$ cat config.mk
export PLATFORM = sky130hd
export DESIGN_NAME = iic_cam_init_sequencer
export DESIGN_NICKNAME = d
export VERILOG_FILES = /design/src/rtl/iic_seq_pkg.sv /design/src/rtl/iic_seq_ms_tick.sv /design/src/rtl/iic_cam_init_sequencer.sv
export SDC_FILE = /design/constraint.sdc
export NUM_CORES = 1
export LEC_CHECK = 0
export ABC_CLOCK_PERIOD_IN_PS = 2800
export CORE_MARGIN = 2
export CORE_UTILIZATION = 56
export DETAILED_ROUTE_END_ITERATION = 10
export MAX_ROUTING_LAYER = met4
export PLACE_DENSITY = 0.81
export SLEW_MARGIN = 20
export SYNTH_ARGS = -nofsm -noshare
export SYNTH_HDL_FRONTEND = slang
export SYNTH_HIERARCHICAL = 1
export SYNTH_SLANG_ARGS = --single-unit
export TNS_END_PERCENT = 50
$ cat constraint.sdc
create_clock -name clk -period 2.8 [get_ports clk]
set_input_delay 0.28 -clock clk [delete_from_list [all_inputs] [get_ports clk]]
set_output_delay 0.28 -clock clk [all_outputs]
set_load 0.01 [all_outputs]
$ cat src/rtl/iic_seq_pkg.sv
// Shared types for the camera IIC init sequencer.
// Table entry layout, op codes and controller states.
package iic_seq_pkg;

  typedef enum logic [1:0] {
    OP_WRITE = 2'b00,
    OP_DELAY = 2'b01,
    OP_END   = 2'b10,
    OP_RSVD  = 2'b11
  } op_e;

  typedef enum logic [3:0] {
    S_IDLE,
    S_FETCH,
    S_DECODE,
    S_SEND,
    S_WAIT_RSP,
    S_DELAY,
    S_RETRY_WAIT,
    S_DONE,
    S_ERROR
  } state_e;

  localparam int OP_MSB   = 31;
  localparam int OP_LSB   = 30;
  localparam int ARG_MSB  = 23;
  localparam int ARG_LSB  = 8;
  localparam int DATA_MSB = 7;
  localparam int DATA_LSB = 0;

  // Byte n of the 4-byte register write for a given entry payload.
  function automatic logic [7:0] entry_byte(
    input logic [6:0]  dev,
    input logic [23:0] ent,
    input logic [1:0]  idx
  );
    logic [7:0] b;
    case (idx)
      2'd0:    b = {dev, 1'b0};
      2'd1:    b = ent[ARG_MSB:ARG_MSB-7];
      2'd2:    b = ent[ARG_LSB+7:ARG_LSB];
      default: b = ent[DATA_MSB:DATA_LSB];
    endcase
    return b;
  endfunction

endpackage

$ cat src/rtl/iic_seq_ms_tick.sv
// Free-running 1 ms prescaler.
// Emits a single-cycle tick every CLK_FREQ_HZ/1000 clocks.
module iic_seq_ms_tick #(
  parameter int CLK_FREQ_HZ = 100000000
) (
  input  logic clk,
  input  logic rst,
  output logic tick
);

  localparam int DIV = (CLK_FREQ_HZ / 1000 > 1) ? CLK_FREQ_HZ / 1000 : 1;
  localparam int CW  = (DIV > 1) ? $clog2(DIV) : 1;

  logic [CW-1:0] cnt;

  always_ff @(posedge clk or posedge rst) begin
    if (rst) begin
      cnt  <= CW'(DIV - 1);
      tick <= 1'b0;
    end else if (cnt == '0) begin
      cnt  <= CW'(DIV - 1);
      tick <= 1'b1;
    end else begin
      cnt  <= cnt - 1'b1;
      tick <= 1'b0;
    end
  end

endmodule

$ cat src/rtl/iic_cam_init_sequencer.sv
// Table-driven camera sensor configuration over a byte-level IIC master.
// Walks register writes and ms delays, retrying NACKed writes.
module iic_cam_init_sequencer
  import iic_seq_pkg::*;
#(
  parameter int         CLK_FREQ_HZ  = 100000000,
  parameter logic [6:0] DEV_ADDR     = 7'h3C,
  parameter int         TBL_AW       = 8,
  parameter int         MAX_RETRIES  = 3,
  parameter int         RETRY_GAP_MS = 1
) (
  input  logic              clk,
  input  logic              rst,
  input  logic              start,
  output logic              busy,
  output logic              done,
  output logic              error,
  output logic [TBL_AW-1:0] err_index,
  output logic [TBL_AW-1:0] tbl_addr,
  input  logic [31:0]       tbl_data,
  output logic              cmd_valid,
  input  logic              cmd_ready,
  output logic              cmd_start,
  output logic              cmd_stop,
  output logic [7:0]        cmd_data,
  input  logic              rsp_valid,
  input  logic              rsp_nack
);

  localparam int         RW  = $clog2(MAX_RETRIES + 2);
  localparam logic [15:0] GAP = 16'(RETRY_GAP_MS);

  state_e            state;
  logic [TBL_AW-1:0] index;
  logic [RW-1:0]     retry;
  logic [1:0]        byte_idx;
  logic [23:0]       entry;
  logic [15:0]       count;
  logic              tick;

  op_e         op;
  logic [15:0] arg;
  logic        last;
  logic        can_retry;
  logic        ack;
  logic        nack;
  logic        adv;
  logic        load;
  logic [1:0]  load_idx;
  logic [23:0] load_ent;
  logic        unused_bits;

  iic_seq_ms_tick #(
    .CLK_FREQ_HZ(CLK_FREQ_HZ)
  ) u_tick (
    .clk (clk),
    .rst (rst),
    .tick(tick)
  );

  assign op          = op_e'(tbl_data[OP_MSB:OP_LSB]);
  assign arg         = tbl_data[ARG_MSB:ARG_LSB];
  assign last        = &index;
  assign can_retry   = retry < RW'(MAX_RETRIES);
  assign ack         = rsp_valid && !rsp_nack;
  assign nack        = rsp_valid && rsp_nack;
  assign unused_bits = ^tbl_data[29:24];

  // adv moves to the next entry; load presents a byte to the master.
  always_comb begin
    adv      = 1'b0;
    load     = 1'b0;
    load_idx = 2'd0;
    load_ent = entry;
    case (state)
      S_DECODE: begin
        load_ent = tbl_data[23:0];
        load     = (op == OP_WRITE);
        adv      = (op == OP_DELAY) && (arg == 16'd0);
      end
      S_WAIT_RSP: begin
        adv      = ack && (byte_idx == 2'd3);
        load     = (ack && (byte_idx != 2'd3)) ||
                   (nack && can_retry && (GAP == 16'd0));
        load_idx = ack ? byte_idx + 2'd1 : 2'd0;
      end
      S_DELAY: begin
        adv = tick && (count <= 16'd1);
      end
      S_RETRY_WAIT: begin
        load = tick && (count <= 16'd1);
      end
      default: ;
    endcase
  end

  always_ff @(posedge clk or posedge rst) begin
    if (rst) begin
      state     <= S_IDLE;
      index     <= '0;
      retry     <= '0;
      byte_idx  <= 2'd0;
      entry     <= 24'd0;
      count     <= 16'd0;
      busy      <= 1'b0;
      done      <= 1'b0;
      error     <= 1'b0;
      err_index <= '0;
      tbl_addr  <= '0;
      cmd_valid <= 1'b0;
      cmd_start <= 1'b0;
      cmd_stop  <= 1'b0;
      cmd_data  <= 8'd0;
    end else begin
      case (state)
        S_IDLE, S_DONE, S_ERROR: begin
          if (start) begin
            done      <= 1'b0;
            error     <= 1'b0;
            err_index <= '0;
            index     <= '0;
            retry     <= '0;
            tbl_addr  <= '0;
            busy      <= 1'b1;
            state     <= S_FETCH;
          end
        end
        S_FETCH: state <= S_DECODE;
        S_DECODE: begin
          entry <= tbl_data[23:0];
          if (op == OP_DELAY) begin
            count <= arg;
            state <= S_DELAY;
          end else if (op != OP_WRITE) begin
            done  <= 1'b1;
            busy  <= 1'b0;
            state <= S_DONE;
          end
        end
        S_SEND: begin
          if (cmd_ready) begin
            cmd_valid <= 1'b0;
            cmd_start <= 1'b0;
            cmd_stop  <= 1'b0;
            state     <= S_WAIT_RSP;
          end
        end
        S_WAIT_RSP: begin
          if (nack) begin
            if (can_retry) begin
              retry <= retry + 1'b1;
              count <= GAP;
              state <= S_RETRY_WAIT;
            end else begin
              err_index <= index;
              error     <= 1'b1;
              busy      <= 1'b0;
              state     <= S_ERROR;
            end
          end
        end
        S_DELAY, S_RETRY_WAIT: begin
          if (tick && (count > 16'd1)) count <= count - 16'd1;
        end
        default: state <= S_IDLE;
      endcase

      if (adv) begin
        retry <= '0;
        if (last) begin
          done  <= 1'b1;
          busy  <= 1'b0;
          state <= S_DONE;
        end else begin
          index    <= index + 1'b1;
          tbl_addr <= index + 1'b1;
          state    <= S_FETCH;
        end
      end

      if (load) begin
        byte_idx  <= load_idx;
        cmd_valid <= 1'b1;
        cmd_start <= (load_idx == 2'd0);
        cmd_stop  <= (load_idx == 2'd3);
        cmd_data  <= entry_byte(DEV_ADDR, load_ent, load_idx);
        state     <= S_SEND;
      end
    end
  end

endmodule
# [Word-level counts from Yosys, hierarchy flattened]
# Index checks and enable logic that the tools add are counted.
# W data, S select, Z words.
[op_classes] add_sub_neg=5 magnitude_cmp=3 n_mux=63 n_reduce_logical=27 n_eq_ne=28
[op_table] operator="$mux W8" count=11
[op_table] operator="$mux W16" count=4
[op_table] operator="$pmux W16 S3" count=1
[op_table] operator="$mux W4" count=8
[op_table] operator="$mux W24" count=1
[op_table] operator="$pmux W4 S6" count=1
[op_table] operator="$pmux W8 S3" count=1
[op_table] operator="$mux W1" count=21
[op_table] operator="$logic_not A17 Y1" count=1
[op_table] operator="$mux W17" count=1
[op_table] operator="$sub A17 B1 Y17 const B" count=1
[op_table] operator="$eq A4 B3 Y1 const B" count=4
[op_table] operator="$gt A16 B1 Y1 const B" count=1
[op_table] operator="$le A16 B1 Y1 const B" count=1
[op_table] operator="$logic_not A16 Y1" count=1
[op_table] operator="$pmux W8 S2" count=1
[op_table] operator="$sub A16 B1 Y16 const B" count=1
[op_table] operator="$mux W3" count=5
[op_table] operator="$ne A2 B2 Y1 const B" count=7
[op_table] operator="$ne A3 B3 Y1 const B" count=4
[op_table] operator="$ne A4 B4 Y1 const B" count=3
[op_table] operator="$reduce_and A5 Y1" count=2
[op_table] operator="$pmux W1 S3" count=3
[op_table] operator="$add A8 B1 Y8 const B" count=1
[op_table] operator="other kinds (23)" count=41
[totals] ff_bits=105 out_inout_bits=30 input_bits=38 elab_cells=143

# [Depth between registers and ports, before layout]
# Gate-level depths: netlist of the first run.
[depth] word_depth=6 ltp_mapped=10 ltp_nobuf=7

# [By module]
# Netlist of the first run, hierarchy kept.
[modules_own_cells] mod="iic_cam_init_sequencer" instances=1 area_per_inst_um2=4405.5 cells_per_inst=438
[modules_own_cells] mod="iic_seq_ms_tick" instances=1 area_per_inst_um2=970.9 cells_per_inst=90

# [Least setup slack after synthesis of the first run]
# No wires, ideal clock.
[synth_timing] path_type="reg2reg" from="reg count[11]" to="reg state[2]" setup_ns=0.128 synth_period_minus_slack_ns=2.264 t_arrival_ns=2.136 path_stages_with_launch=10 path_slack_ns=0.536 cell_sequence="dfrtp_1 or4_1 buf_2 nor4_4 nand4_2 o211a_1 buf_6 buf_6 o221ai_1 mux2i_1"
[synth_between] elab_chain_len=5
[synth_rtl] item="start, declared" line_no="iic_cam_init_sequencer.sv:38" rtl="logic [15:0] count;"
[synth_rtl] item="start signal, assigned" line_no="iic_cam_init_sequencer.sv:132" rtl="count <= arg;"
[synth_rtl] item="start signal, assigned" line_no="iic_cam_init_sequencer.sv:163" rtl="if (tick && (count > 16'd1)) count <= count - 16'd1;"
[synth_rtl] item="$le A16 B1 Y1 (*)" line_no="iic_cam_init_sequencer.sv:88, iic_cam_init_sequencer.sv:91"
[synth_rtl] item="$logic_and A1 B1 Y1 (*)" line_no="iic_cam_init_sequencer.sv:88, iic_cam_init_sequencer.sv:91"
[synth_rtl] item="$pmux W1 S3" line_no="iic_cam_init_sequencer.sv:75" rtl="case (state)"
[synth_rtl] item="$ne A5 B5 Y1 (no line) (tied with other cells)"
[synth_rtl] item="$reduce_and A5 Y1 (no line) or $mux W4 (tied branches)"
[synth_rtl] item="end signal, assigned" line_no="iic_cam_init_sequencer.sv:99" rtl="state <= S_IDLE;"
[synth_rtl] item="end signal, assigned" line_no="iic_cam_init_sequencer.sv:125" rtl="state <= S_FETCH;"
[synth_rtl] item="end signal, assigned" line_no="iic_cam_init_sequencer.sv:128" rtl="S_FETCH: state <= S_DECODE;"
[synth_rtl] item="end, declared" line_no="iic_cam_init_sequencer.sv:33" rtl="state_e state;"
# Mark *: on every way between the ends. The rest lies on a longest branch, timed or not.
# A chain may end at the register's enable or synchronous reset.

# [Worst setup path in the final report of the first run]
[layout_timing] from="reg count[11]" to="reg tbl_addr[6]"
[layout_between] elab_chain_len=4
[layout_rtl] item="$le A16 B1 Y1" line_no="iic_cam_init_sequencer.sv:88" rtl="adv = tick && (count <= 16'd1);"
[layout_rtl] item="$logic_and A1 B1 Y1" line_no="iic_cam_init_sequencer.sv:88"
[layout_rtl] item="$pmux W1 S3" line_no="iic_cam_init_sequencer.sv:75"
[layout_rtl] item="$mux W8" line_no="iic_cam_init_sequencer.sv:168" rtl="if (adv) begin"
[layout_rtl] item="end signal, assigned" line_no="iic_cam_init_sequencer.sv:176" rtl="tbl_addr <= index + 1'b1;"
[layout_rtl] item="end, declared" line_no="iic_cam_init_sequencer.sv:19" rtl="output logic [TBL_AW-1:0] tbl_addr,"
# Every way passes these cells.

==> flow_metrics.py, run 1 <==
metrics = {
    "run_status": {
        "status": "finished clean",
    },
    "placement": {
        "routabilityCongestion": 1.01,
        "placed_cells": 704,
        "postPlaceCellArea_sq_um": 6120,
        "port-buffer-count": 61,
        "dpl.hpwl_um": 9160,
    },
    "cts": {
        "clock_path_buffers": 2,
        "tritoncts": "done",
        "cts_sinks": 105,
        "cts_buffers": 9,
        "postCtsSetupBuffers": 0,
        "cts_hold_buffers": 0,
        "cts-root-buf": "clkbuf_8",
        "post_cts_resized": 0,
        "clk_pin_slew_ns": 0.11,
        "clk_latency_ns": 0.37,
        "htreeDepth": 3,
    },
    "die": {
        "start_util_pct": 57.9,
        "die_area_sq_um": 10400,
        "core_area_sq_um": 9280,
        "ios": 68,
        "die_w_um": 102,
        "die_height_um": 102,
        "rows": 35,
    },
    "critical_path": {
        "crit_path_max_incr_delay_ns": 0.69,
        "reg2regPathDepth": 6,
        "required_ns": 3.06,
        "crit_chain": "or4_1, nor4_4, nand4_2, o211a_1, and3_1, a211o_1",
        "path_buf_inv": 0,
        "worstPathMaxFanout": 18,
        "crit_family": "simple AND/OR/NAND/NOR gates",
        "criticalPathCategory": "flop to flop",
        "r2r_start": "count[11]$_DFFE_PP0P_",
        "cp_data_arrival_time_ns": 2.94,
        "r2r_slack_ns": 0.13,
        "cp-end-kind": "flop",
        "r2r-end": "tbl_addr[6]$_DFF_PP0_",
        "critPathLaunchType": "flop",
        "cp_slowest_cell": "or4_1",
    },
    "detailed_routing": {
        "wl_met3_um": 926,
        "met1Wirelength_um": 5740,
        "topRoutingLayerUsed": "met4",
        "vias": 4425,
        "route.antenna.remaining_nets": 0,
        "first_iter_violations": 275,
        "dr.pass1.iters": 5,
        "wl_um": 12900,
        "route.detailed.drc": 0,
        "drt-vias-per-instance": 6.15,
        "route.met2.wl_um": 5990,
        "wl_per_cell_um": 17.9,
    },
    "sta": {
        "hold_violations": 0,
        "report.final.setup_viol": 0,
        "timing.setup.tns_ns": 0,
        "fin_skew_ns": 0.00858,
        "clock.fmax_mhz": 374,
        "rsz0062_at_grt": "no",
        "slew_headroom_pct": 53.1,
        "period_share_pct": 95.5,
        "worst_slew_pin_slew_ns": 0.701,
        "finalMaxSlewViolations": 0,
        "fin_crit_ns": 2.67,
    },
    "synthesis": {
        "seq_area_frac_synth_pct": 49.1,
        "async_reset_ff_share_pct": 100,
        "synth.mux.area_fraction_pct": 5.82,
        "synth_ff_type": "dfrtp_1",
        "synth_edf_count": 0,
        "synth_top_area_cell": "dfrtp_1",
        "synth_commonest_cells": "dfrtp_1 (95), nor2_1 (55), o21ai_0 (36), nand2_1 (31), mux2_2 (26)",
        "synth_cell_types": 60,
        "yosys.area_share.simple_pct": 18.4,
        "yosys_warnings": 6,
        "yosys_register_bits": 105,
        "synth_top_family_by_area": "compound AO/OA/AOI/OAI gates",
        "yosys.area_share.xor_xnor_pct": 2.44,
        "syn_avg_cell_area_sq_um": 10.2,
        "synth_area_leaders": "dfrtp_1 (44%), mux2_2 (5.4%), dfstp_2 (4.9%), nor2_1 (3.8%), o21ai_0 (3.4%)",
        "syn_inst": 528,
        "yosysMostFrequentCell": "dfrtp_1",
        "synth_top_cell_area_share_pct": 44.2,
        "synth_compound_area_share_pct": 18.7,
        "synth_area_sq_um": 5380,
        "synth_nets": 573,
        "synth_adder_area_share_pct": 1.63,
    },
    "run": {
        "cap_violations": 0,
    },
    "power": {
        "power_frac_comb_pct": 42.0,
        "vdd_ir_drop_max_uv": 443,
        "powerDensity_nw_per_um2": 873,
        "switching_share_pct": 38.8,
        "intPower_mw": 3.39,
        "power_frac_seq_pct": 39.9,
        "p_switching_mw": 2.15,
        "clkPwrFrac_pct": 18.2,
        "leakage_nw": 2.76,
    },
    "global_routing": {
        "grt_usage_pct": 27.4,
        "grt_max_degree": 42,
        "grt_pass1_vias": 4395,
        "grt.overflow.total": 0,
        "grt_pass1_wl_um": 21900,
        "grt_antenna_before_repair": 0,
    },
    "final_layout": {
        "nets": 631,
        "antennaDiodeCount": 0,
        "multi_input_area_sq_um": 2530,
        "seqCellArea_sq_um": 2640,
        "fillers": 743,
        "instances_no_fill": 720,
        "area_growth_pct": 17.8,
        "drive_gt1_share_pct": 14.7,
        "final_cell_area_sq_um": 6330,
    },
    "hold_path": {
        "hold_path_class": "input port to async pin",
    },
}
==> final cells by class <==
cell class	instances	area share, %
flip-flops and latches	105	41.7
multi-input cells	378	40.0
repair buffers	76	11.4
clock inverters	5	1.13
inverters	16	0.988
well taps	129	2.55
clock buffers	11	2.23
==> routing by layer <==
metal,vias up,GRT usage (%)
met5,-,-
met4,0,7.38
met3,28,6.63
met2,196,41.6
met1,2148,37.3
li1,2053,-
==> state kept, by name, indices dropped and copies added, names as in the netlist, 3 cells and up <==
register,flops
u_tick/cnt,17
state,4
index,8
retry,3
entry,24
count,16
err_index,8
tbl_addr,8
cmd_data,8
==> power groups by stage <==
stage                     Clock (mW)  Sequential, mW  Combinational (mW)
after detailed placement           0            2.23                2.28
final                           1.00            2.21                2.32
after floorplan                    0            2.15                1.66
after CTS                       1.01            2.20                2.29
after global routing            1.08            2.26                2.57
after global placement             0            2.20                2.18
==> cell usage in the layout (no fill, tap or decap), drive strengths merged, types with 6 or more instances in the layout <==
master         Yosys  routed
a21o              13      13
a21oi             25      25
a22o              14      14
a22oi             12      12
a31oi              7       7
and3               7       7
buf               15      15
clkbuf            14      11
clkdlybuf4s50      0      61
dfrtp             95      95
dfstp             10      10
ha                 7       7
inv               14      15
mux2              26      26
nand2             31      31
nand2b             7       7
nand3             15      15
nor2              55      55
nor3              19      19
nor4              13      13
o21ai             38      38
o22ai              6       6
o2bb2ai            8       8
o31ai              6       6
or3                7       7
or4                7       7
xnor2             10      10
==> cell families (layout without fill, tap and decap cells) <==
| kind of cell | count (synthesis) | in the layout |
|---|---|---|
| adder cells (fa/ha/maj) | 7 | 7 |
| multiplexers | 28 | 28 |
| flip-flops | 105 | 105 |
| AND/OR/NAND/NOR | 178 | 178 |
| AO/OA/AOI/OAI | 150 | 150 |
| XOR/XNOR | 15 | 15 |
| buffers and inverters | 45 | 108 |
==> worst max path at each step <==
| stage | from | endpoint | slack (ns) | cells past startpoint |
|---|---|---|---|---|
| floorplan | rst | busy$_DFF_PP0_ | 0.27 | 1 |
| global placement | count[9]$_DFFE_PP0P_ | tbl_addr[6]$_DFF_PP0_ | 0.26 | 6 |
| detailed placement | count[11]$_DFFE_PP0P_ | tbl_addr[6]$_DFF_PP0_ | 0.20 | 6 |
| CTS | count[11]$_DFFE_PP0P_ | tbl_addr[6]$_DFF_PP0_ | 0.15 | 6 |
| global route | count[9]$_DFFE_PP0P_ | tbl_addr[6]$_DFF_PP0_ | 0.007 | 6 |
| finish | count[11]$_DFFE_PP0P_ | tbl_addr[6]$_DFF_PP0_ | 0.13 | 6 |
==> per-stage QoR <==
| step | setup WS [ns] | power (mW) | util, % | hold slack (ns) |
|---|---|---|---|---|
| after floorplan | 0.270 | 3.81 | - | 0.211 |
| after global placement | 0.256 | 4.38 | 65.9 | 0.442 |
| after detailed placement | 0.197 | 4.51 | 65.9 | 0.450 |
| after CTS | 0.153 | 5.50 | 68.2 | 0.359 |
| after global routing | 0.00673 | 5.90 | 68.2 | 0.379 |
| final | 0.125 | 5.53 | 68.2 | 0.339 |
(Power assumes the default switching activity.)
==> run 2, diff against run 1 <==
--- a/config.mk
+++ b/config.mk
@@ -5,12 +5,12 @@
 export SDC_FILE = /design/constraint.sdc
 export NUM_CORES = 1
 export LEC_CHECK = 0
-export ABC_CLOCK_PERIOD_IN_PS = 2800
+export ABC_CLOCK_PERIOD_IN_PS = 2400
 export CORE_MARGIN = 2
-export CORE_UTILIZATION = 56
+export CORE_UTILIZATION = 50
 export DETAILED_ROUTE_END_ITERATION = 10
 export MAX_ROUTING_LAYER = met4
-export PLACE_DENSITY = 0.81
+export PLACE_DENSITY = 0.76
 export SLEW_MARGIN = 20
 export SYNTH_ARGS = -nofsm -noshare
 export SYNTH_HDL_FRONTEND = slang
==> constraint.sdc (replaced) <==
create_clock -name clk -period 2.4 [get_ports clk]
set_input_delay 0.24 -clock clk [delete_from_list [all_inputs] [get_ports clk]]
set_output_delay 0.24 -clock clk [all_outputs]
set_load 0.01 [all_outputs]
==> flow_metrics.py, run 2 (synthesized netlist as in run 1, its figures left out) <==
metrics = {
    "power": {
        "power_frac_seq_pct": 39.0,
        "power_frac_comb_pct": 42.9,
        "switching_share_pct": 37.4,
        "p_switching_mw": 2.46,
        "leakage_nw": 2.91,
        "clkPwrFrac_pct": 18.2,
        "vdd_ir_drop_max_uv": 608,
        "powerDensity_nw_per_um2": 997,
        "intPower_mw": 4.12,
    },
    "sta": {
        "hold_violations": 0,
        "slew_headroom_pct": 53.9,
        "fin_skew_ns": 0.0160,
        "period_share_pct": 95.1,
        "timing.setup.tns_ns": 0,
        "report.final.setup_viol": 0,
        "fin_crit_ns": 2.28,
        "finalMaxSlewViolations": 0,
        "holdWs_ns": 0.342,
        "worst_slew_pin_slew_ns": 0.689,
        "rsz0062_at_grt": "no",
        "clock.fmax_mhz": 438,
    },
    "final_layout": {
        "nets": 662,
        "antennaDiodeCount": 0,
        "mostFrequentLayoutCells": "dfrtp_1 (95), clkdlybuf4s50_1 (61), nor2_1 (54)",
        "final_cell_area_sq_um": 6600,
        "drive_gt1_share_pct": 19.1,
        "reg_top3": "entry (24), u_tick/cnt (17), count (16)",
        "final_common_cell": "dfrtp_1",
        "fillers": 842,
        "largest_reg_flops": 24,
        "area_growth_pct": 22.7,
        "top_register": "entry",
    },
    "placement": {
        "routabilityCongestion": 0.898,
        "dpl.hpwl_um": 9320,
        "postPlaceCellArea_sq_um": 6380,
        "port-buffer-count": 61,
    },
    "cts": {
        "cts_sinks": 105,
        "postCtsSetupBuffers": 0,
        "clk_latency_ns": 0.38,
        "clk_pin_slew_ns": 0.10,
        "clock_path_buffers": 2,
        "tritoncts": "done",
        "htreeDepth": 3,
        "cts_buffers": 9,
        "cts-root-buf": "clkbuf_8",
    },
    "critical_path": {
        "criticalPathCategory": "flop to flop",
        "worstPathMaxFanout": 14,
        "required_ns": 2.72,
        "cp-end-kind": "flop",
        "critPathLaunchType": "flop",
        "cp_data_arrival_time_ns": 2.60,
        "r2r_slack_ns": 0.12,
        "r2r-end": "tbl_addr[6]$_DFF_PP0_",
        "reg2regPathDepth": 7,
        "r2r_start": "count[11]$_DFFE_PP0P_",
    },
    "global_routing": {
        "grt_antenna_before_repair": 0,
        "grt_usage_pct": 24.7,
        "grt_max_degree": 53,
        "grt_pass1_vias": 4350,
        "grt_pass1_wl_um": 21900,
        "grt.overflow.total": 0,
    },
    "detailed_routing": {
        "route.antenna.remaining_nets": 0,
        "dr.pass1.iters": 4,
        "route.detailed.drc": 0,
        "wl_per_cell_um": 17.1,
        "vias": 4522,
        "wl_um": 12900,
        "first_iter_violations": 253,
        "drt-vias-per-instance": 5.97,
    },
    "die": {
        "die_w_um": 108,
        "ios": 68,
        "die_area_sq_um": 11600,
        "core_area_sq_um": 10400,
        "start_util_pct": 51.8,
        "die_height_um": 108,
        "rows": 37,
    },
    "hold_path": {
        "hold_path_class": "input port to async pin",
    },
    "run_status": {
        "status": "finished clean",
    },
    "run": {
        "cap_violations": 0,
    },
}
## run 2: critical path, cell delays in order, from the launching register on
cell	delay, ns
dfrtp_1	0.39
or4_1	0.60
nor4_4	0.20
nand4_2	0.16
o211a_2	0.38
buf_4	0.17
nor3b_1	0.19
a211o_1	0.13
## run 2: worst max-delay path by stage
stage | end | cells after the start | slack, ns | start
final | tbl_addr[6]$_DFF_PP0_ | 7 | 0.12 | count[11]$_DFFE_PP0P_
after detailed placement | cmd_data[1]$_DFFE_PP0P_ | 6 | -0.02 | count[7]$_DFFE_PP0P_
after floorplan | state[2]$_DFFE_PP0P_ | 9 | 0.14 | count[11]$_DFFE_PP0P_
after global routing | tbl_addr[6]$_DFF_PP0_ | 7 | 0.03 | count[11]$_DFFE_PP0P_
after CTS | tbl_addr[6]$_DFF_PP0_ | 7 | 0.05 | count[7]$_DFFE_PP0P_
after global placement | cmd_data[0]$_DFFE_PP0P_ | 6 | 0.03 | count[7]$_DFFE_PP0P_
## run 2: power by group through the flow
| stage | sequential, mW | combinational (mW) | clock (mW) |
|---|---|---|---|
| after detailed placement | 2.59 | 2.79 | 0 |
| after CTS | 2.56 | 2.79 | 1.22 |
| after global routing | 2.62 | 3.12 | 1.29 |
| after global placement | 2.56 | 2.69 | 0 |
| after floorplan | 2.51 | 1.94 | 0 |
| final | 2.56 | 2.82 | 1.19 |
## run 2: cell type report
type	count	area, sq um	share of cell area, %
clock inverters	4	76.3	1.16
flip-flops and latches	105	2640	40.0
inverters	16	65.1	0.986
repair buffers	107	968	14.7
clock buffers	12	135	2.05
multi-input cells	378	2540	38.5
well taps	136	170	2.58
## run 2: timing repair
item | CTS | global route
resized for setup | 1 | 3
endpoints found under the setup margin | 5 | 21
hold buffers | 0 | 0
## run 2: through the flow
stage	power, mW	instances	setup WS [ns]	util, %
floorplan	4.44	528	0.136	-
global placement	5.25	742	0.0255	61.5
detailed placement	5.38	742	-0.0179	61.5
CTS	6.58	758	0.0485	63.5
global route	7.03	758	0.0256	63.6
finish	6.58	758	0.118	63.6
## run 2: per-layer routing
layer,part of all wire [%],track usage (%),routed length (um),vias up
met3,5.8,5.69,747,17
li1,-,-,-,2107
met4,1.4,6.96,182,0
met5,0,-,0,-
met1,46,34.2,5970,2235
met2,47,36.6,6040,163
==> run 3, diff against run 2 <==
--- a/config.mk
+++ b/config.mk
@@ -10,7 +10,7 @@
 export CORE_UTILIZATION = 50
 export DETAILED_ROUTE_END_ITERATION = 10
 export MAX_ROUTING_LAYER = met4
-export PLACE_DENSITY = 0.76
+export PLACE_DENSITY = 0.83
 export SLEW_MARGIN = 20
 export SYNTH_ARGS = -nofsm -noshare
 export SYNTH_HDL_FRONTEND = slang
==> flow_metrics.py, run 3 (synthesized netlist as in run 1, its figures left out) <==
metrics = {
    "cts": {
        "cts_hold_buffers": 0,
        "clk_pin_slew_ns": 0.11,
        "cts_sinks": 105,
        "cts-root-buf": "clkbuf_8",
        "tritoncts": "done",
        "htreeDepth": 3,
        "cts_buffers": 9,
        "clk_latency_ns": 0.38,
        "clock_path_buffers": 2,
    },
    "placement": {
        "port-buffer-count": 61,
        "placed_cells": 735,
        "dp_slack_ns": -0.00178,
        "routabilityCongestion": 0.993,
        "dpl.hpwl_um": 9700,
    },
    "sta": {
        "report.final.setup_viol": 0,
        "fin_ws_ns": 0.0762,
        "fin_skew_ns": 0.00813,
        "finalMaxSlewViolations": 0,
        "slew_headroom_pct": 53.2,
        "fin_crit_ns": 2.32,
        "clock.fmax_mhz": 430,
        "worst_slew_pin_slew_ns": 0.698,
        "period_share_pct": 96.8,
        "hold_violations": 0,
    },
    "die": {
        "start_util_pct": 51.8,
        "rows": 37,
        "die_w_um": 108,
        "die_area_sq_um": 11600,
        "ios": 68,
        "die_height_um": 108,
        "core_area_sq_um": 10400,
    },
    "critical_path": {
        "cp_slowest_cell": "or4_4",
        "cp_data_arrival_time_ns": 2.59,
        "crit_family": "simple AND/OR/NAND/NOR gates",
        "crit_path_max_incr_delay_ns": 0.57,
        "cp-end-kind": "flop",
        "path_buf_inv": 1,
        "required_ns": 2.67,
        "criticalPathCategory": "flop to flop",
        "critPathLaunchType": "flop",
        "crit_chain": "or4_4, nor4_4, nand4_2, buf_4, o211ai_2, a21oi_4, a21o_1",
        "worstPathMaxFanout": 14,
    },
    "run_status": {
        "status": "finished clean",
    },
    "final_layout": {
        "drive_gt1_share_pct": 19.3,
        "instances_no_fill": 752,
        "antennaDiodeCount": 0,
        "area_growth_pct": 22.1,
        "nets": 656,
        "fillers": 835,
        "reg_top3": "entry (24), u_tick/cnt (17), count (16)",
        "final_common_cell": "dfrtp_1",
        "largest_reg_flops": 24,
        "mostFrequentLayoutCells": "dfrtp_1 (95), clkdlybuf4s50_1 (61), nor2_1 (54)",
        "top_register": "entry",
    },
    "power": {
        "leakage_nw": 2.88,
        "powerDensity_nw_per_um2": 1010,
        "vdd_ir_drop_max_uv": 558,
    },
    "detailed_routing": {
        "first_iter_violations": 323,
        "drt-vias-per-instance": 6.13,
        "route.detailed.drc": 0,
        "dr.pass1.iters": 7,
        "route.antenna.remaining_nets": 0,
        "vias": 4612,
        "wl_um": 13600,
        "wl_per_cell_um": 18.1,
    },
    "global_routing": {
        "grt_antenna_before_repair": 0,
        "grt.overflow.total": 0,
        "grt_pass1_vias": 4504,
        "grt_usage_pct": 24.9,
        "grt_pass1_wl_um": 22200,
        "grt_max_degree": 43,
    },
    "hold_path": {
        "hold_path_class": "input port to async pin",
    },
    "run": {
        "cap_violations": 0,
    },
}
[run 3: cell types whose count changed in the layout (fill, tap and decap cells not counted), sizes merged]
cell      delta
buf          -7
bufinv       -1
clkbuf       -3
clkinv       +2
clkinvlp     +1
inv          +1
o211a        +1
[run 3: worst paths after layout]
check	slack (ns)	startpoint	to	cells after the start
setup / recovery	0.08	count[11]$_DFFE_PP0P_	tbl_addr[2]$_DFF_PP0_	7
hold / removal	0.29	rst	retry[0]$_DFFE_PP0P_	2
setup reg to reg	0.08	count[11]$_DFFE_PP0P_	tbl_addr[2]$_DFF_PP0_	7
hold reg to reg	0.49	u_tick/cnt[0]$_DFF_PP1_	u_tick/cnt[0]$_DFF_PP1_	1
max in group asynchronous	1.52	rst	entry[20]$_DFF_PP0_	3
min in group clk	0.49	u_tick/cnt[0]$_DFF_PP1_	u_tick/cnt[0]$_DFF_PP1_	1
[run 3: power breakdown]
part           internal (mW)  switching [mW]  leakage, nW
Clock                  0.494           0.655       0.0977
Sequential              2.25           0.310         1.31
Combinational           1.31            1.63         1.48
[run 3: timing repair]
| action | CTS | global route |
|---|---|---|
| gates resized for setup | 0 | 8 |
| endpoints found under the setup margin | 0 | 26 |
| setup buffers | 0 | 0 |
[run 3: worst reg2reg max path, cell delays in order (launching register included)]
cell and delay, ns:
dfrtp_1 0.43, or4_4 0.58, nor4_4 0.21, nand4_2 0.21, buf_4 0.20, o211ai_2 0.23, a21oi_4 0.16, a21o_1 0.21
[run 3: final cells by class]
class | instances | area [sq um] | share of cell area [%]
Sequential cell | 105 | 2640 | 40.2
Multi-Input combinational cell | 379 | 2570 | 39.2
Timing Repair Buffer | 100 | 916 | 13.9
Tap cell | 136 | 170 | 2.59
Clock buffer | 9 | 124 | 1.89
Clock inverter | 7 | 78.8 | 1.20
Inverter | 16 | 65.1 | 0.991
[run 3: metrics by stage]
| step | total power, mW | utilization (%) | TNS (ns) | hold slack [ns] | cell area [sq um] |
|---|---|---|---|---|---|
| after floorplan | 4.44 | - | 0 | 0.171 | 5380 |
| after global placement | 5.24 | 61.0 | 0 | 0.441 | 6320 |
| after detailed placement | 5.41 | 61.0 | -0.00301 | 0.469 | 6320 |
| after CTS | 6.57 | 62.9 | 0 | 0.298 | 6530 |
| after global routing | 7.04 | 63.3 | -0.0283 | 0.340 | 6570 |
| final | 6.64 | 63.3 | 0 | 0.293 | 6570 |
[run 3: layer usage]
layer / up-vias / global-route usage (%) / routed length, um
li1: 2107 / - / -
met1: 2273 / 32.3 / 5730
met2: 203 / 39.8 / 6650
met3: 29 / 4.48 / 934
met4: 0 / 8.52 / 316
met5: - / - / 0
